`src/rtl/led_pattern_pkg.sv`:
```
// Shared types and helpers for the LED pattern sequencer.
// Holds state/mode/speed enums and the step-period calculation.
package led_pattern_pkg;

  typedef enum logic [1:0] {
    IDLE    = 2'd0,
    RUNNING = 2'd1,
    PAUSED  = 2'd2
  } state_t;

  typedef enum logic [1:0] {
    RUNNING_LIGHT = 2'd0,
    BOUNCE        = 2'd1,
    BLINK         = 2'd2
  } mode_t;

  typedef enum logic [1:0] {
    SLOW   = 2'd0,
    MEDIUM = 2'd1,
    FAST   = 2'd2
  } speed_t;

  function automatic int unsigned period_cycles(
    input int unsigned freq_hz,
    input int unsigned ms
  );
    return freq_hz / 1000 * ms;
  endfunction

  function automatic mode_t next_mode(input mode_t m);
    case (m)
      RUNNING_LIGHT: return BOUNCE;
      BOUNCE:        return BLINK;
      default:       return RUNNING_LIGHT;
    endcase
  endfunction

  function automatic speed_t next_speed(input speed_t s);
    case (s)
      SLOW:    return MEDIUM;
      MEDIUM:  return FAST;
      default: return SLOW;
    endcase
  endfunction

endpackage

```
`src/rtl/led_pattern_sequencer_tick_generator.sv`:
```
// Shared period counter: pulses tick on the last cycle of the period.
// Ports: clock, reset_n, enable, restart, period_sel -> tick.
module tick_generator
  import led_pattern_pkg::*;
#(
  parameter int unsigned P_SLOW   = 10,
  parameter int unsigned P_MEDIUM = 5,
  parameter int unsigned P_FAST   = 2,
  parameter int unsigned CW       = 4
) (
  input  logic   clock,
  input  logic   reset_n,
  input  logic   enable,
  input  logic   restart,
  input  speed_t period_sel,
  output logic   tick
);

  logic [CW-1:0] cnt_q;
  logic [CW-1:0] cnt_d;
  logic [CW-1:0] last;

  always_comb begin
    case (period_sel)
      SLOW:    last = CW'(P_SLOW - 1);
      MEDIUM:  last = CW'(P_MEDIUM - 1);
      default: last = CW'(P_FAST - 1);
    endcase
  end

  assign tick = enable && !restart
             && (cnt_q == last);

  always_comb begin
    cnt_d = cnt_q;
    if (restart) begin
      cnt_d = '0;
    end else if (enable) begin
      cnt_d = tick ? '0 : cnt_q + CW'(1);
    end
  end

  always_ff @(posedge clock or negedge reset_n) begin
    if (!reset_n) cnt_q <= '0;
    else          cnt_q <= cnt_d;
  end

endmodule

```
`src/rtl/led_pattern_sequencer.sv`:
```
// LED pattern sequencer: start/pause/clear FSM driving animated LEDs.
// Ports: clock, reset_n, *_pressed pulses -> led, running, mode, speed.
// Option LED_PATTERN_SEQUENCER_AUTO_MODE_EN: auto-advance mode.
module led_pattern_sequencer
  import led_pattern_pkg::*;
#(
  parameter int unsigned LED_COUNT        = 8,
  parameter int unsigned CLOCK_FREQUENCY  = 50_000_000,
  parameter int unsigned SLOW_PERIOD_MS   = 1000,
  parameter int unsigned MEDIUM_PERIOD_MS = 500,
  parameter int unsigned FAST_PERIOD_MS   = 100
) (
  input  logic                 clock,
  input  logic                 reset_n,
  input  logic                 start_stop_pressed,
  input  logic                 mode_pressed,
  input  logic                 speed_pressed,
  output logic [LED_COUNT-1:0] led,
  output logic                 running,
  output logic [1:0]           mode,
  output logic [1:0]           speed
);

  localparam int unsigned P_SLOW =
    period_cycles(CLOCK_FREQUENCY, SLOW_PERIOD_MS);
  localparam int unsigned P_MEDIUM =
    period_cycles(CLOCK_FREQUENCY, MEDIUM_PERIOD_MS);
  localparam int unsigned P_FAST =
    period_cycles(CLOCK_FREQUENCY, FAST_PERIOD_MS);
  localparam int unsigned P_MAX0 =
    (P_SLOW > P_MEDIUM) ? P_SLOW : P_MEDIUM;
  localparam int unsigned P_MAX =
    (P_MAX0 > P_FAST) ? P_MAX0 : P_FAST;
  localparam int unsigned CW =
    (P_MAX > 2) ? $clog2(P_MAX) : 1;

  state_t                state_q, state_d;
  mode_t                 mode_q, mode_d;
  speed_t                speed_q, speed_d;
  logic [LED_COUNT-1:0]  led_q, led_d;
  logic                  dir_q, dir_d;
  logic [LED_COUNT-1:0]  step_led;
  logic                  step_dir;
  logic                  clear;
  logic                  restart;
  logic                  enable;
  logic                  tick;

  function automatic logic [LED_COUNT-1:0]
    init_pattern(input mode_t m);
    if (m == BLINK) return '1;
    return {{(LED_COUNT-1){1'b0}}, 1'b1};
  endfunction

  assign clear   = mode_pressed && speed_pressed;
  assign restart = mode_pressed || speed_pressed
                || (state_q == IDLE);
  // Counter is frozen on the pausing edge so resume
  // continues from exactly where it stopped.
  assign enable  = (state_q == RUNNING)
                && !start_stop_pressed;

  tick_generator #(
    .P_SLOW   (P_SLOW),
    .P_MEDIUM (P_MEDIUM),
    .P_FAST   (P_FAST),
    .CW       (CW)
  ) u_tick (
    .clock      (clock),
    .reset_n    (reset_n),
    .enable     (enable),
    .restart    (restart),
    .period_sel (speed_q),
    .tick       (tick)
  );

  // dir_q: 0 = left (towards MSB), 1 = right.
  always_comb begin
    step_led = led_q;
    step_dir = dir_q;
    unique case (1'b1)
      (mode_q == RUNNING_LIGHT): begin
        step_led = {led_q[LED_COUNT-2:0],
                    led_q[LED_COUNT-1]};
      end
      (mode_q == BOUNCE): begin
        if (!dir_q) begin
          step_led = led_q << 1;
          if (step_led[LED_COUNT-1]) step_dir = 1'b1;
        end else begin
          step_led = led_q >> 1;
          if (step_led[0]) step_dir = 1'b0;
        end
      end
      default: step_led = ~led_q;
    endcase
  end

`ifdef LED_PATTERN_SEQUENCER_AUTO_MODE_EN
  localparam int unsigned SW = $clog2(2 * LED_COUNT);
  localparam logic [SW-1:0] LAST_STEP =
    SW'(2 * LED_COUNT - 1);
  logic [SW-1:0] step_q, step_d;
`endif

  always_comb begin
    state_d = state_q;
    mode_d  = mode_q;
    speed_d = speed_q;
    led_d   = led_q;
    dir_d   = dir_q;
`ifdef LED_PATTERN_SEQUENCER_AUTO_MODE_EN
    step_d  = step_q;
`endif
    if (clear) begin
      state_d = IDLE;
      led_d   = '0;
      dir_d   = 1'b0;
`ifdef LED_PATTERN_SEQUENCER_AUTO_MODE_EN
      step_d  = '0;
`endif
    end else begin
      if (mode_pressed) begin
        mode_d = next_mode(mode_q);
        dir_d  = 1'b0;
        if (state_q != IDLE) led_d = init_pattern(mode_d);
`ifdef LED_PATTERN_SEQUENCER_AUTO_MODE_EN
        step_d = '0;
`endif
      end
      if (speed_pressed) begin
        speed_d = next_speed(speed_q);
`ifdef LED_PATTERN_SEQUENCER_AUTO_MODE_EN
        step_d  = '0;
`endif
      end
      if (start_stop_pressed) begin
        case (state_q)
          IDLE: begin
            state_d = RUNNING;
            led_d   = init_pattern(mode_d);
            dir_d   = 1'b0;
          end
          RUNNING: state_d = PAUSED;
          default: state_d = RUNNING;
        endcase
      end
      if (tick) begin
`ifdef LED_PATTERN_SEQUENCER_AUTO_MODE_EN
        if (step_q == LAST_STEP) begin
          mode_d = next_mode(mode_q);
          led_d  = init_pattern(mode_d);
          dir_d  = 1'b0;
          step_d = '0;
        end else begin
          led_d  = step_led;
          dir_d  = step_dir;
          step_d = step_q + SW'(1);
        end
`else
        led_d = step_led;
        dir_d = step_dir;
`endif
      end
    end
  end

  always_ff @(posedge clock or negedge reset_n) begin
    if (!reset_n) begin
      state_q <= IDLE;
      mode_q  <= RUNNING_LIGHT;
      speed_q <= SLOW;
      led_q   <= '0;
      dir_q   <= 1'b0;
`ifdef LED_PATTERN_SEQUENCER_AUTO_MODE_EN
      step_q  <= '0;
`endif
    end else begin
      state_q <= state_d;
      mode_q  <= mode_d;
      speed_q <= speed_d;
      led_q   <= led_d;
      dir_q   <= dir_d;
`ifdef LED_PATTERN_SEQUENCER_AUTO_MODE_EN
      step_q  <= step_d;
`endif
    end
  end

  assign led     = led_q;
  assign running = (state_q == RUNNING);
  assign mode    = mode_q;
  assign speed   = speed_q;

endmodule

```
`config.mk`:
```
export PLATFORM = sky130hd
export DESIGN_NAME = led_pattern_sequencer
export DESIGN_NICKNAME = d
export VERILOG_FILES = /design/src/rtl/led_pattern_pkg.sv /design/src/rtl/led_pattern_sequencer_tick_generator.sv /design/src/rtl/led_pattern_sequencer.sv
export SDC_FILE = /design/constraint.sdc
export NUM_CORES = 1
export LEC_CHECK = 0
export CAP_MARGIN = 40
export CORE_MARGIN = 2
export CORE_UTILIZATION = 63
export DETAILED_ROUTE_END_ITERATION = 6
export HOLD_SLACK_MARGIN = 0.12
export PLACE_DENSITY = 0.95
export RECOVER_POWER = 25
export SLEW_MARGIN = 40
export SYNTH_ARGS = -nofsm -noshare
export SYNTH_HDL_FRONTEND = slang
export SYNTH_SLANG_ARGS = --single-unit
```
`constraint.sdc`:
```
create_clock -name clock -period 3.54 [get_ports clock]
set_input_delay 0.708 -clock clock [delete_from_list [all_inputs] [get_ports clock]]
set_output_delay 0.708 -clock clock [all_outputs]
set_load 0.005 [all_outputs]
```
==> reports/metrics.sh, run 1 <==
SETUP_REPAIR_AFTER_GLOBAL_ROUTING_MISSED_ITS_MARGIN='no'
FINAL_HOLD_VIOL_COUNT=0
POST_CTS.RESIZED_INSTANCES=0
HTREE_NUM_LEVELS=2
SYNTH.AREA.MUX_SHARE_PCT=5.16
TIMING.SLEW.HEADROOM_PCT=-44.3
POST_SYNTH_SIMPLE_GATE_AREA_PCT=29.4
SYNTH_EDF_COUNT=0
GRT-BUSIEST-LAYER='met2'
GLOBALPLACE.CONGESTION=0.941
SEQ_AREA_FRAC_SYNTH_PCT=40.7
START_UTIL_PCT=67.3
DETAIL-ROUTE-ANTENNA-NETS=0
DRV.MAX_CAP_VIOLATION_COUNT=1
FIN_TNS_SETUP_NS=0
DIE_WIDTH_UM=67.2
GR-TOTAL-OVERFLOW=0
MET3_USAGE_PCT=7.33
SYNTH_COMMONEST_CELLS='51 x sky130_fd_sc_hd__nand2_1, 41 x sky130_fd_sc_hd__dfrtp_1, 25 x sky130_fd_sc_hd__nand3_1'
DP_WORST_SETUP_SLACK_NS=0.587
POWER.DENSITY_CELL_AREA_nW_PER_UM2=459
FAILED_CHECKS='max-capacitance violations, max-slew violations'
POST-CTS-SETUP-BUFFERS=0
WORST_SLACK_NS=0.707
MIN-DELAY-PATH-CLASS='register to register'
DRT_PRE_ANTENNA_ITERS=7
VIAS=2448
LAYOUT_OVERHEAD_ON_THE_SYNTHESIZED_AREA_PCT=10.8
GROUTE.LAYER.MET1.USAGE_PCT=42.9
CTS_ROOT_BUF='sky130_fd_sc_hd__clkbuf_8'
POST-ROUTE-DRC-COUNT=0
DP.FINAL_HPWL_UM=4130
LEAK_PWR_nW=1.11
COMBINATIONAL_FAMILY_WITH_THE_MOST_AREA_AFTER_SYNTHESIS='simple AND/OR/NAND/NOR gates'
SYNTHDISTINCTLIBCELLS=51
CP-START-KIND='register'
DRT_ITER0_DRC=518
RUN_STATUS='finished with violations'
INTERNAL-POWER_mW=0.860
ANTENNA_VIOLATIONS_BEFORE_REPAIR=0
TOTAL_SETUP_VIOLATIONS_REPORTED_AT_THE_END_OF_THE_FLOW=0
POSTSYNTHAREAPERCELL_UM2=8.63
COUNT_OF_HOLD_BUFFERS_INSERTED_BY_POST_CTS_REPAIR=0
YOSYS.AREA.TOP_TYPE_SHARE_PCT=40.7
IO_PINS=18
NUMPORTBUFFERS=17
POST_ROUTE_CELLS_DRIVE_ABOVE_1_SHARE_PCT=7.54
SYNTH.CELL_AREA_UM2=2520
MAXSLEWVIOLCOUNT=42
CTS_NUM_SINKS=41
SWITCHING_SHARE_PCT=32.8
VIAS_PER_CELL=6.93
FMAX_MHz=353
YS.WARNINGS.COUNT=0
ROUTED_WL_UM=6320
CRIT_FANOUT=18
GRT_PASS1_WL_UM=10500
NNETSFINAL=311
SYNTH.MOST_COMMON_CELL='sky130_fd_sc_hd__nand2_1'
YOSYS.AREA_SHARE.XOR_XNOR_PCT=0
CLOCKPOWERSHARE_PCT=24.2
TRITONCTS='built'
YS.FLOP_TYPE='sky130_fd_sc_hd__dfrtp_1'
FIN_CRIT_NS=2.83
MAX-CLOCK-PATH-BUFFERS=2
CRITICAL_PATH_REQUIRED_NS=3.73
PLACEABLECOREAREA_UM2=3740
SYNTH-SEQ-CELLS=41
CP.ARRIVAL_NS=3.02
SLOWEST_STAGE='sky130_fd_sc_hd__or4_1'
SYNTH_COMPOUND_GATE_AREA_SHARE_PCT=20.7
VIA_COUNT_OF_THE_FIRST_GLOBAL_ROUTING_PASS=2181
WORSTMARGINPINSLEW_NS=2.16
SYNTH_ASYNC_SR_FLOP_SHARE_PCT=100
PATH_CELLS='ha_1 > nand3_1 > or4_1 > a221o_1 > o21ai_2 > o21ai_0 > a21o_1'
SYNTH.AREA.TOP_CELLS='sky130_fd_sc_hd__dfrtp_1 41%, sky130_fd_sc_hd__nand2_1 7.6%, sky130_fd_sc_hd__nand3_1 5.0%'
NET_COUNT_SYNTH=298
POST_SYNTHESIS_CELLS=292
ADDER_CELL_AREA_SHARE_OF_THE_YOSYS_NETLIST_PCT=0.497
CRITICAL_PATH.MAX_STAGE_DELAY_NS=0.59
GRTUSAGETOTAL_PCT=30.8
AVERAGE_ROUTED_WIRE_PER_STANDARD_CELL_UM=17.9
DIODES=0
IR_DROP_mV=0.258
MAXIMUM_NUMBER_OF_PINS_ON_ONE_NET_BEFORE_GLOBAL_ROUTE_REPAIR=42
FP.DIEH_UM=67.2
SEQPWRFRAC_PCT=48.1
POST-SYNTH-TOP-AREA-CELL='sky130_fd_sc_hd__dfrtp_1'
CTS_BUFFERS=5
DIE-AREA_UM2=4520
CLK_LATENCY_WORST_SKEW_PAIR_NS=0.29
FLOORPLAN.ROWS=22
COMBINATIONALPOWERSHARE_PCT=27.7
CRITICAL_PATH_SINK_TYPE='register'
PATH_CLK_SLEW_NS=0.08
MIN_PERIOD_OVER_PERIOD_PCT=80.0
GLOBAL_ROUTING_MET2_RESOURCE_UTILIZATION_PCT=47.5
FIN_SKEW_NS=0.0101
NET-SWITCHING-POWER_mW=0.421
CRITICAL_PATH_CLASS='register to register'
flip-flops by register name, summed over array words and instances (netlist names):
name	flops
u_tick.cnt_q	26
led	8
mode	2
speed	2
state_q	2
dir_q	1
path summary, 6_finish.rpt:
kind,start,endpoint,slack [ns],cells after the start
max,u_tick.cnt_q[0]$_DFFE_PN0P_,u_tick.cnt_q[10]$_DFFE_PN0P_,0.71,7
min,u_tick.cnt_q[22]$_DFFE_PN0P_,u_tick.cnt_q[22]$_DFFE_PN0P_,0.54,1
max reg2reg,u_tick.cnt_q[0]$_DFFE_PN0P_,u_tick.cnt_q[10]$_DFFE_PN0P_,0.71,7
min reg2reg,u_tick.cnt_q[22]$_DFFE_PN0P_,u_tick.cnt_q[22]$_DFFE_PN0P_,0.54,1
max in group asynchronous,reset_n,led[2]$_DFF_PN0_,1.25,1
min in group asynchronous,reset_n,u_tick.cnt_q[11]$_DFFE_PN0P_,1.04,1
worst max-delay path, delay by kind of cell (launching register included):
kind,cells,cell delay [ns]
simple gates,2,0.74
flops,1,0.39
fa+ha+maj,1,0.22
compound gates,4,1.38
power groups by stage:
stage               logic [mW]  registers (mW)  clock network [mW]
floorplan                0.222           0.578                   0
global placement         0.336           0.616                   0
detailed placement       0.349           0.620                   0
CTS                      0.353           0.612               0.310
global route             0.394           0.626               0.330
finish                   0.355           0.616               0.309
kinds of logic (layout without fill, tap and decap cells):
kind of cell / count (synthesis) / count (layout)
DFF: 41 / 41
adders and majority gates: 1 / 1
muxes: 12 / 12
buffers and inverters: 19 / 32
AOI/OAI and AO/OA: 76 / 76
and+or+nand+nor: 143 / 143
final cells by class:
class / count / area [µm²]
sequential: 41 / 1030
clock buffer: 7 / 86.3
multi-input combinational: 232 / 1410
fill: 271 / 952
inverter: 4 / 15.0
tap: 48 / 60.1
timing repair buffer: 21 / 194
routing by layer:
| layer | part of all wire, % | vias to the layer above |
|---|---|---|
| met4 | 1.3 | 0 |
| met2 | 46 | 167 |
| met1 | 43 | 1133 |
| li1 | - | 1130 |
| met5 | 0 | - |
| met3 | 9.8 | 18 |
metrics by stage:
| stage | cells | hold WS [ns] | util [%] | instance area [µm²] | total power [mW] |
|---|---|---|---|---|---|
| finish | 353 | 0.539 | 74.6 | 2790 | 1.28 |
| detailed placement | 346 | 0.516 | 72.4 | 2710 | 0.969 |
| CTS | 353 | 0.404 | 74.7 | 2800 | 1.28 |
| floorplan | 292 | 0.412 | - | 2520 | 0.800 |
| global placement | 346 | 0.506 | 72.3 | 2710 | 0.952 |
| global route | 353 | 0.576 | 74.6 | 2790 | 1.35 |
placed cells by master, fill, tap and decap left out, drive strengths merged, types with 6 or more instances in the layout:
cell type	n
nand2	51
dfrtp	41
nand3	25
a21oi	16
clkdlybuf4s50	16
o21ai	16
nor3	10
nor2	9
and3	8
or3	8
mux2	8
clkbuf	8
o311ai	7
a211oi	6
a221oi	6
a31oi	6
No activity file was read; power rests on OpenSTA's default activity.
==> inputs of run 2 (changes only) <==
CORE_UTILIZATION = 59   (was 63)
PLACE_DENSITY = 0.9   (was 0.95)
clock period = 2.65 ns   (was 3.54 ns; I/O delays follow)
==> reports/metrics.sh, run 2 (synthesis gave the netlist of run 1 again) <==
LAYOUT_COMMON_CELLS='51 x sky130_fd_sc_hd__nand2_1, 41 x sky130_fd_sc_hd__dfrtp_1, 25 x sky130_fd_sc_hd__nand3_1'
FIN_TNS_SETUP_NS=0  # unchanged
CRITICAL_PATH_REQUIRED_NS=2.83  # -0.90 ns
GLOBALPLACE.CONGESTION=0.871  # -7.5%
PLACEABLECOREAREA_UM2=4060  # +8.4%
CRITICAL_PATH_CLASS='register to register'
CP-START-KIND='register'
HTREE_NUM_LEVELS=2  # unchanged
TOTAL_SETUP_VIOLATIONS_REPORTED_AT_THE_END_OF_THE_FLOW=0  # unchanged
ANTENNA_VIOLATIONS_BEFORE_REPAIR=0  # unchanged
SLOWEST_STAGE='sky130_fd_sc_hd__or4_1'
REGISTER_AREA_UM2=1030  # unchanged
FIN_WORST_HOLD_SLACK_NS=0.385  # -0.153 ns
NNETSFINAL=318  # +2.3%
WORSTMARGINPINSLEW_NS=1.02  # -1.14 ns
CTS_NUM_SINKS=41  # unchanged
VIAS=2528  # +3.3%
DP.FINAL_HPWL_UM=4330  # +4.8%
LARGEST_REGISTER_FFS=26  # unchanged
P_TOTAL_mW=1.72  # +34%
FILLERS=310  # +14%
TRITONCTS='built'
POST-CTS-SETUP-BUFFERS=0  # unchanged
GRTUSAGETOTAL_PCT=27.4  # -3.3 points
LEAK_PWR_nW=1.16  # +3.7%
CLK_LATENCY_WORST_SKEW_PAIR_NS=0.30  # about the same
MULTIINPUTGATEAREA_UM2=1430  # +1.5%
CRITICAL_PATH.REG2REG.STARTPOINT='u_tick.cnt_q[1]$_DFFE_PN0P_'
POST-ROUTE-DRC-COUNT=0  # unchanged
DRT_PRE_ANTENNA_ITERS=5  # -2
MAX-CLOCK-PATH-BUFFERS=2  # unchanged
MAX_FLOP_REGISTER='u_tick.cnt_q'
FP.DIEH_UM=69.4  # +3.1%
VIAS_PER_CELL=6.98  # +0.70%
FMAX_MHz=401  # +14%
DIODES=0  # unchanged
MAXSLEWVIOLCOUNT=0  # -100%
TIMING.SLEW.HEADROOM_PCT=32.0  # +76 points
DRT_ITER0_DRC=383  # -26%
CRITICAL_PATH_SINK_TYPE='register'
DIE-AREA_UM2=4810  # +6.4%
DRV.MAX_CAP_VIOLATION_COUNT=0  # -1
REG2REGPATHDEPTH=7  # unchanged
POST-ROUTE-UTIL_PCT=70.7  # -3.9 points
NUMPORTBUFFERS=17  # unchanged
GRT_PASS1_WL_UM=10700  # +1.6%
CTS_BUFFERS=5  # unchanged
IR_DROP_mV=0.332  # +29%
MIN-DELAY-PATH-CLASS='input port to asynchronous set/reset pin'
WORST_SLACK_NS=0.154  # -0.553 ns
VIA_COUNT_OF_THE_FIRST_GLOBAL_ROUTING_PASS=2231  # +2.3%
PATH_CLK_SLEW_NS=0.07  # about the same
FINAL_COMMON_CELL='sky130_fd_sc_hd__nand2_1'
FIN_SKEW_NS=0.00964  # -0.000433 ns
FLOORPLAN.ROWS=23  # +4.5%
DETAIL-ROUTE-ANTENNA-NETS=0  # unchanged
CRIT-REG2REG-CAPTURE='led[3]$_DFF_PN0_'
CRIT_FANOUT=9  # -9
LAYOUT_OVERHEAD_ON_THE_SYNTHESIZED_AREA_PCT=13.9
AVERAGE_ROUTED_WIRE_PER_STANDARD_CELL_UM=17.7  # -1.0%
MIN_PERIOD_OVER_PERIOD_PCT=94.2  # +14 points
DIE_WIDTH_UM=69.4  # +3.1%
CTS_ROOT_BUF='sky130_fd_sc_hd__clkbuf_8'
POST_ROUTE_CELLS_DRIVE_ABOVE_1_SHARE_PCT=10.3  # +2.7 points
IO_PINS=18  # unchanged
START_UTIL_PCT=62.1  # -5.2 points
ROUTED_WL_UM=6410  # +1.5%
CRITICAL_PATH.MAX_STAGE_DELAY_NS=0.59  # about the same
PATH_CELLS='ha_1 > nand3_1 > or4_1 > a21oi_1 > nand3b_1 > or2_1 > mux2_2'
SETUP_REPAIR_AFTER_GLOBAL_ROUTING_MISSED_ITS_MARGIN='no'
POWER.DENSITY_CELL_AREA_nW_PER_UM2=599  # +31%
R2R_SLACK_NS=0.15  # -0.55 ns
COUNT_OF_HOLD_BUFFERS_INSERTED_BY_POST_CTS_REPAIR=0  # unchanged
RUN_STATUS='finished, final reports clean'
POST_CTS.RESIZED_INSTANCES=0  # unchanged
MAXIMUM_NUMBER_OF_PINS_ON_ONE_NET_BEFORE_GLOBAL_ROUTE_REPAIR=42  # unchanged
FINAL_HOLD_VIOL_COUNT=0  # unchanged
GR-TOTAL-OVERFLOW=0  # unchanged
FIN_CRIT_NS=2.50  # -0.337 ns
DP_WORST_SETUP_SLACK_NS=0.0792  # -0.508 ns
CP.ARRIVAL_NS=2.67  # -0.35 ns
[run 2: cell types whose count changed in the layout (fill, tap and decap cells not counted), sizes merged]
cell	previous run	this run
buf	4	11
[run 2: layout make-up]
type | instances | share of cell area (%)
tap | 50 | 2.18
timing repair buffer | 28 | 8.63
sequential | 41 | 35.8
multi-input combinational | 232 | 49.9
clock buffer | 7 | 3.01
inverter | 4 | 0.523
[run 2: worst max path at each step]
| stage | slack, ns | from | endpoint |
|---|---|---|---|
| 2_1_floorplan | 0.41 | u_tick.cnt_q[0]$_DFFE_PN0P_ | u_tick.cnt_q[13]$_DFFE_PN0P_ |
| 3_5_place_dp | 0.08 | u_tick.cnt_q[0]$_DFFE_PN0P_ | u_tick.cnt_q[19]$_DFFE_PN0P_ |
| 4_1_cts | 0.08 | u_tick.cnt_q[0]$_DFFE_PN0P_ | u_tick.cnt_q[19]$_DFFE_PN0P_ |
| 3_3_place_gp | 0.13 | start_stop_pressed | led[3]$_DFF_PN0_ |
| 5_1_grt | 0.05 | u_tick.cnt_q[0]$_DFFE_PN0P_ | u_tick.cnt_q[10]$_DFFE_PN0P_ |
| 6_report | 0.15 | u_tick.cnt_q[1]$_DFFE_PN0P_ | led[3]$_DFF_PN0_ |
[run 2: layer usage]
metal / global-route usage (%) / wire length, µm
met1: 39.8 / 2780
met3: 5.67 / 610
met2: 41.1 / 2910
met4: 8.93 / 112
met5: 0 / 0
[run 2: per-stage QoR]
stage                     area (µm²)  std cells
after global placement          2760        355
after global routing            2870        362
final                           2870        362
after floorplan                 2520        292
after detailed placement        2770        355
after CTS                       2860        362
[run 2: power breakdown]
| group | switching, mW | internal, mW |
|---|---|---|
| Clock | 0.207 | 0.207 |
| Combinational | 0.245 | 0.266 |
| Sequential | 0.104 | 0.690 |
| Total | 0.556 | 1.16 |
[run 2: worst max-delay path, delay by kind of cell (launching register included)]
kind / cells / cell delay, ns
adders and majority gates: 1 / 0.21
DFF: 1 / 0.38
and+or+nand+nor: 4 / 1.28
muxes: 1 / 0.34
AOI/OAI and AO/OA: 1 / 0.17
==> inputs of run 3 (changes only) <==
CORE_UTILIZATION = 50   (was 59)
PLACE_DENSITY = 0.8   (was 0.9)
==> reports/metrics.sh, run 3 (synthesis gave the netlist of run 1 again) <==
RUN_STATUS='finished, final reports clean'
LARGEST_REGISTER_FFS=26  # unchanged
FLOORPLAN.ROWS=25  # +8.7%
TIMING.SLEW.HEADROOM_PCT=31.0  # -0.98 points
DRT_PRE_ANTENNA_ITERS=5  # unchanged
SETUP_REPAIR_AFTER_GLOBAL_ROUTING_MISSED_ITS_MARGIN='no'
VIAS_PER_CELL=6.36  # -9.0%
CLOCKPOWERSHARE_PCT=24.4  # +0.3 points
COUNT_OF_HOLD_BUFFERS_INSERTED_BY_POST_CTS_REPAIR=0  # unchanged
POST_ROUTE_CELLS_DRIVE_ABOVE_1_SHARE_PCT=10.5  # +0.29 points
CRITICAL_PATH_CLASS='register to register'
INTERNAL-POWER_mW=1.16  # about the same
CRIT_BUF_INV=0  # unchanged
GLOBALPLACE.CONGESTION=0.872  # +0.11%
VIA_COUNT_OF_THE_FIRST_GLOBAL_ROUTING_PASS=2185  # -2.1%
FIN_CRIT_NS=2.47  # -0.0209 ns
ROUTED_WL_UM=6160  # -3.9%
ANTENNA_VIOLATIONS_BEFORE_REPAIR=0  # unchanged
MAX_FLOP_REGISTER='u_tick.cnt_q'
SWITCHING_SHARE_PCT=32.5  # +0.11 points
LAYOUT_OVERHEAD_ON_THE_SYNTHESIZED_AREA_PCT=14.4
LEAK_PWR_nW=1.16  # +0.33%
CRITICAL_PATH_SINK_TYPE='register'
NNETSFINAL=319  # +0.31%
CP-START-KIND='register'
COMBINATIONALPOWERSHARE_PCT=29.5  # -0.2 points
FMAX_MHz=404  # +0.84%
FINAL-INSTANCE-COUNT-EXCL-FILL=380  # +5.0%
START_UTIL_PCT=52.7  # -9.4 points
POWER.DENSITY_CELL_AREA_nW_PER_UM2=597  # -0.42%
CRITICAL_PATH.REG2REG.STARTPOINT='u_tick.cnt_q[0]$_DFFE_PN0P_'
GRT_PASS1_WL_UM=10300  # -3.5%
WORST_SLACK_NS=0.175  # +0.0209 ns
PLACED_CELLS=373  # +5.1%
CLK_LATENCY_WORST_SKEW_PAIR_NS=0.30  # about the same
MAX-CLOCK-PATH-BUFFERS=2  # unchanged
TRITONCTS='built'
PLACEABLECOREAREA_UM2=4790  # +18%
CRITICAL_PATH_REQUIRED_NS=2.83  # about the same
DESIGN_AREA_FINAL_UM2=2880  # +0.52%
SLOWEST_STAGE='sky130_fd_sc_hd__or4_1'
CRIT_FANOUT=9  # unchanged
R2R_SLACK_NS=0.18  # +0.02 ns
NUMPORTBUFFERS=17  # unchanged
AVERAGE_ROUTED_WIRE_PER_STANDARD_CELL_UM=16.2  # -8.4%
CRIT-REG2REG-CAPTURE='led[2]$_DFF_PN0_'
FP.DIEH_UM=75.0  # +8.1%
HTREE_NUM_LEVELS=2  # unchanged
FINAL_COMMON_CELL='sky130_fd_sc_hd__nand2_1'
FINAL_HOLD_VIOL_COUNT=0  # unchanged
DRT_ITER0_DRC=241  # -37%
REG2REGPATHDEPTH=7  # unchanged
PATH_CLK_SLEW_NS=0.08  # about the same
IO_PINS=18  # unchanged
DIODES=0  # unchanged
GRTUSAGETOTAL_PCT=23.9  # -3.5 points
DP.FINAL_HPWL_UM=4250  # -1.9%
MIN_PERIOD_OVER_PERIOD_PCT=93.4  # -0.79 points
CTS_ROOT_BUF='sky130_fd_sc_hd__clkbuf_8'
PATH_CELLS='ha_1 > nand3_1 > or4_1 > a21oi_1 > nand3b_1 > or2_1 > mux2_2'
WORSTMARGINPINSLEW_NS=1.04  # +0.0147 ns
MAXIMUM_NUMBER_OF_PINS_ON_ONE_NET_BEFORE_GLOBAL_ROUTE_REPAIR=42  # unchanged
DETAIL-ROUTE-ANTENNA-NETS=0  # unchanged
DP_WORST_SETUP_SLACK_NS=0.152  # +0.0727 ns
DIE_WIDTH_UM=75.0  # +8.1%
DPL_CELL_AREA_UM2=2800  # +1.0%
MIN-DELAY-PATH-CLASS='input port to asynchronous set/reset pin'
FIN_TNS_SETUP_NS=0  # unchanged
MAXSLEWVIOLCOUNT=0  # unchanged
CP_TOP_FAMILY='simple AND/OR/NAND/NOR gates'
FIN_SKEW_NS=0.0103  # +0.000682 ns
POST-CTS-SETUP-BUFFERS=0  # unchanged
DRV.MAX_CAP_VIOLATION_COUNT=0  # unchanged
CRITICAL_PATH.MAX_STAGE_DELAY_NS=0.60  # about the same
POST-ROUTE-DRC-COUNT=0  # unchanged
IR_DROP_mV=0.226  # -32%
MULTIINPUTGATEAREA_UM2=1420  # -0.96%
CP.ARRIVAL_NS=2.65  # -0.02 ns
VIAS=2415  # -4.5%
FIN_WORST_HOLD_SLACK_NS=0.407  # +0.0218 ns
FILLERS=428  # +38%
GR-TOTAL-OVERFLOW=0  # unchanged
DIE-AREA_UM2=5620  # +17%
REGISTER_AREA_UM2=1030  # unchanged
LAYOUT_COMMON_CELLS='51 x sky130_fd_sc_hd__nand2_1, 41 x sky130_fd_sc_hd__dfrtp_1, 25 x sky130_fd_sc_hd__nand3_1'
SEQPWRFRAC_PCT=46.0  # -0.2 points
CTS_BUFFERS=5  # unchanged
TOTAL_SETUP_VIOLATIONS_REPORTED_AT_THE_END_OF_THE_FLOW=0  # unchanged
NET-SWITCHING-POWER_mW=0.559  # +0.46%
CTS_NUM_SINKS=41  # unchanged
==> run 3: cell count changes in the layout (fill, tap and decap cells not counted) <==
cell,previous run,this run
sky130_fd_sc_hd__o21a_4,1,0
sky130_fd_sc_hd__o21a_2,0,1
sky130_fd_sc_hd__buf_4,11,12
sky130_fd_sc_hd__o21ai_2,0,1
sky130_fd_sc_hd__o21ai_4,1,0
==> run 3: power groups by stage <==
| stage | Combinational [mW] | Clock (mW) | Sequential, mW |
|---|---|---|---|
| finish | 0.508 | 0.420 | 0.792 |
| CTS | 0.506 | 0.433 | 0.788 |
| detailed placement | 0.503 | 0 | 0.801 |
| floorplan | 0.296 | 0 | 0.773 |
| global placement | 0.486 | 0 | 0.797 |
| global route | 0.560 | 0.457 | 0.802 |
==> run 3: per-stage QoR <==
stage          power, mW  util (%)
6_report            1.72      60.3
5_1_grt             1.82      60.3
4_1_cts             1.73      60.3
3_5_place_dp        1.30      58.5
3_3_place_gp        1.28      58.3
2_1_floorplan       1.07         -
==> run 3: layer usage <==
layer	routed length, µm	vias up	share of wire [%]	track usage [%]
li1	-	1151	-	-
met5	0	-	0	0
met1	2920	1163	47	34.4
met3	357	7	5.8	4.42
met2	2830	94	46	37.2
met4	53	0	0.86	6.35
==> run 3: layout make-up <==
type                            instances  share of cell area [%]
Tap cell                               67                    2.91
Inverter                                4                   0.521
Multi-Input combinational cell        232                    49.2
Timing Repair Buffer                   29                    8.85
Sequential cell                        41                    35.6
Clock buffer                            7                    2.99
==> run 3: repair_timing <==
action                                  CTS  global route
endpoints found under the setup margin    0             5
gates resized for setup                   0             1
endpoints found under the hold margin     0             0
==> run 3: worst max path at each step <==
| stage | end | cells past startpoint | from |
|---|---|---|---|
| after floorplan | u_tick.cnt_q[13]$_DFFE_PN0P_ | 7 | u_tick.cnt_q[0]$_DFFE_PN0P_ |
| after global placement | u_tick.cnt_q[13]$_DFFE_PN0P_ | 5 | start_stop_pressed |
| after detailed placement | u_tick.cnt_q[19]$_DFFE_PN0P_ | 7 | u_tick.cnt_q[0]$_DFFE_PN0P_ |
| after CTS | u_tick.cnt_q[19]$_DFFE_PN0P_ | 7 | u_tick.cnt_q[0]$_DFFE_PN0P_ |
| after global routing | u_tick.cnt_q[23]$_DFFE_PN0P_ | 8 | u_tick.cnt_q[0]$_DFFE_PN0P_ |
| final | led[2]$_DFF_PN0_ | 7 | u_tick.cnt_q[0]$_DFFE_PN0P_ |
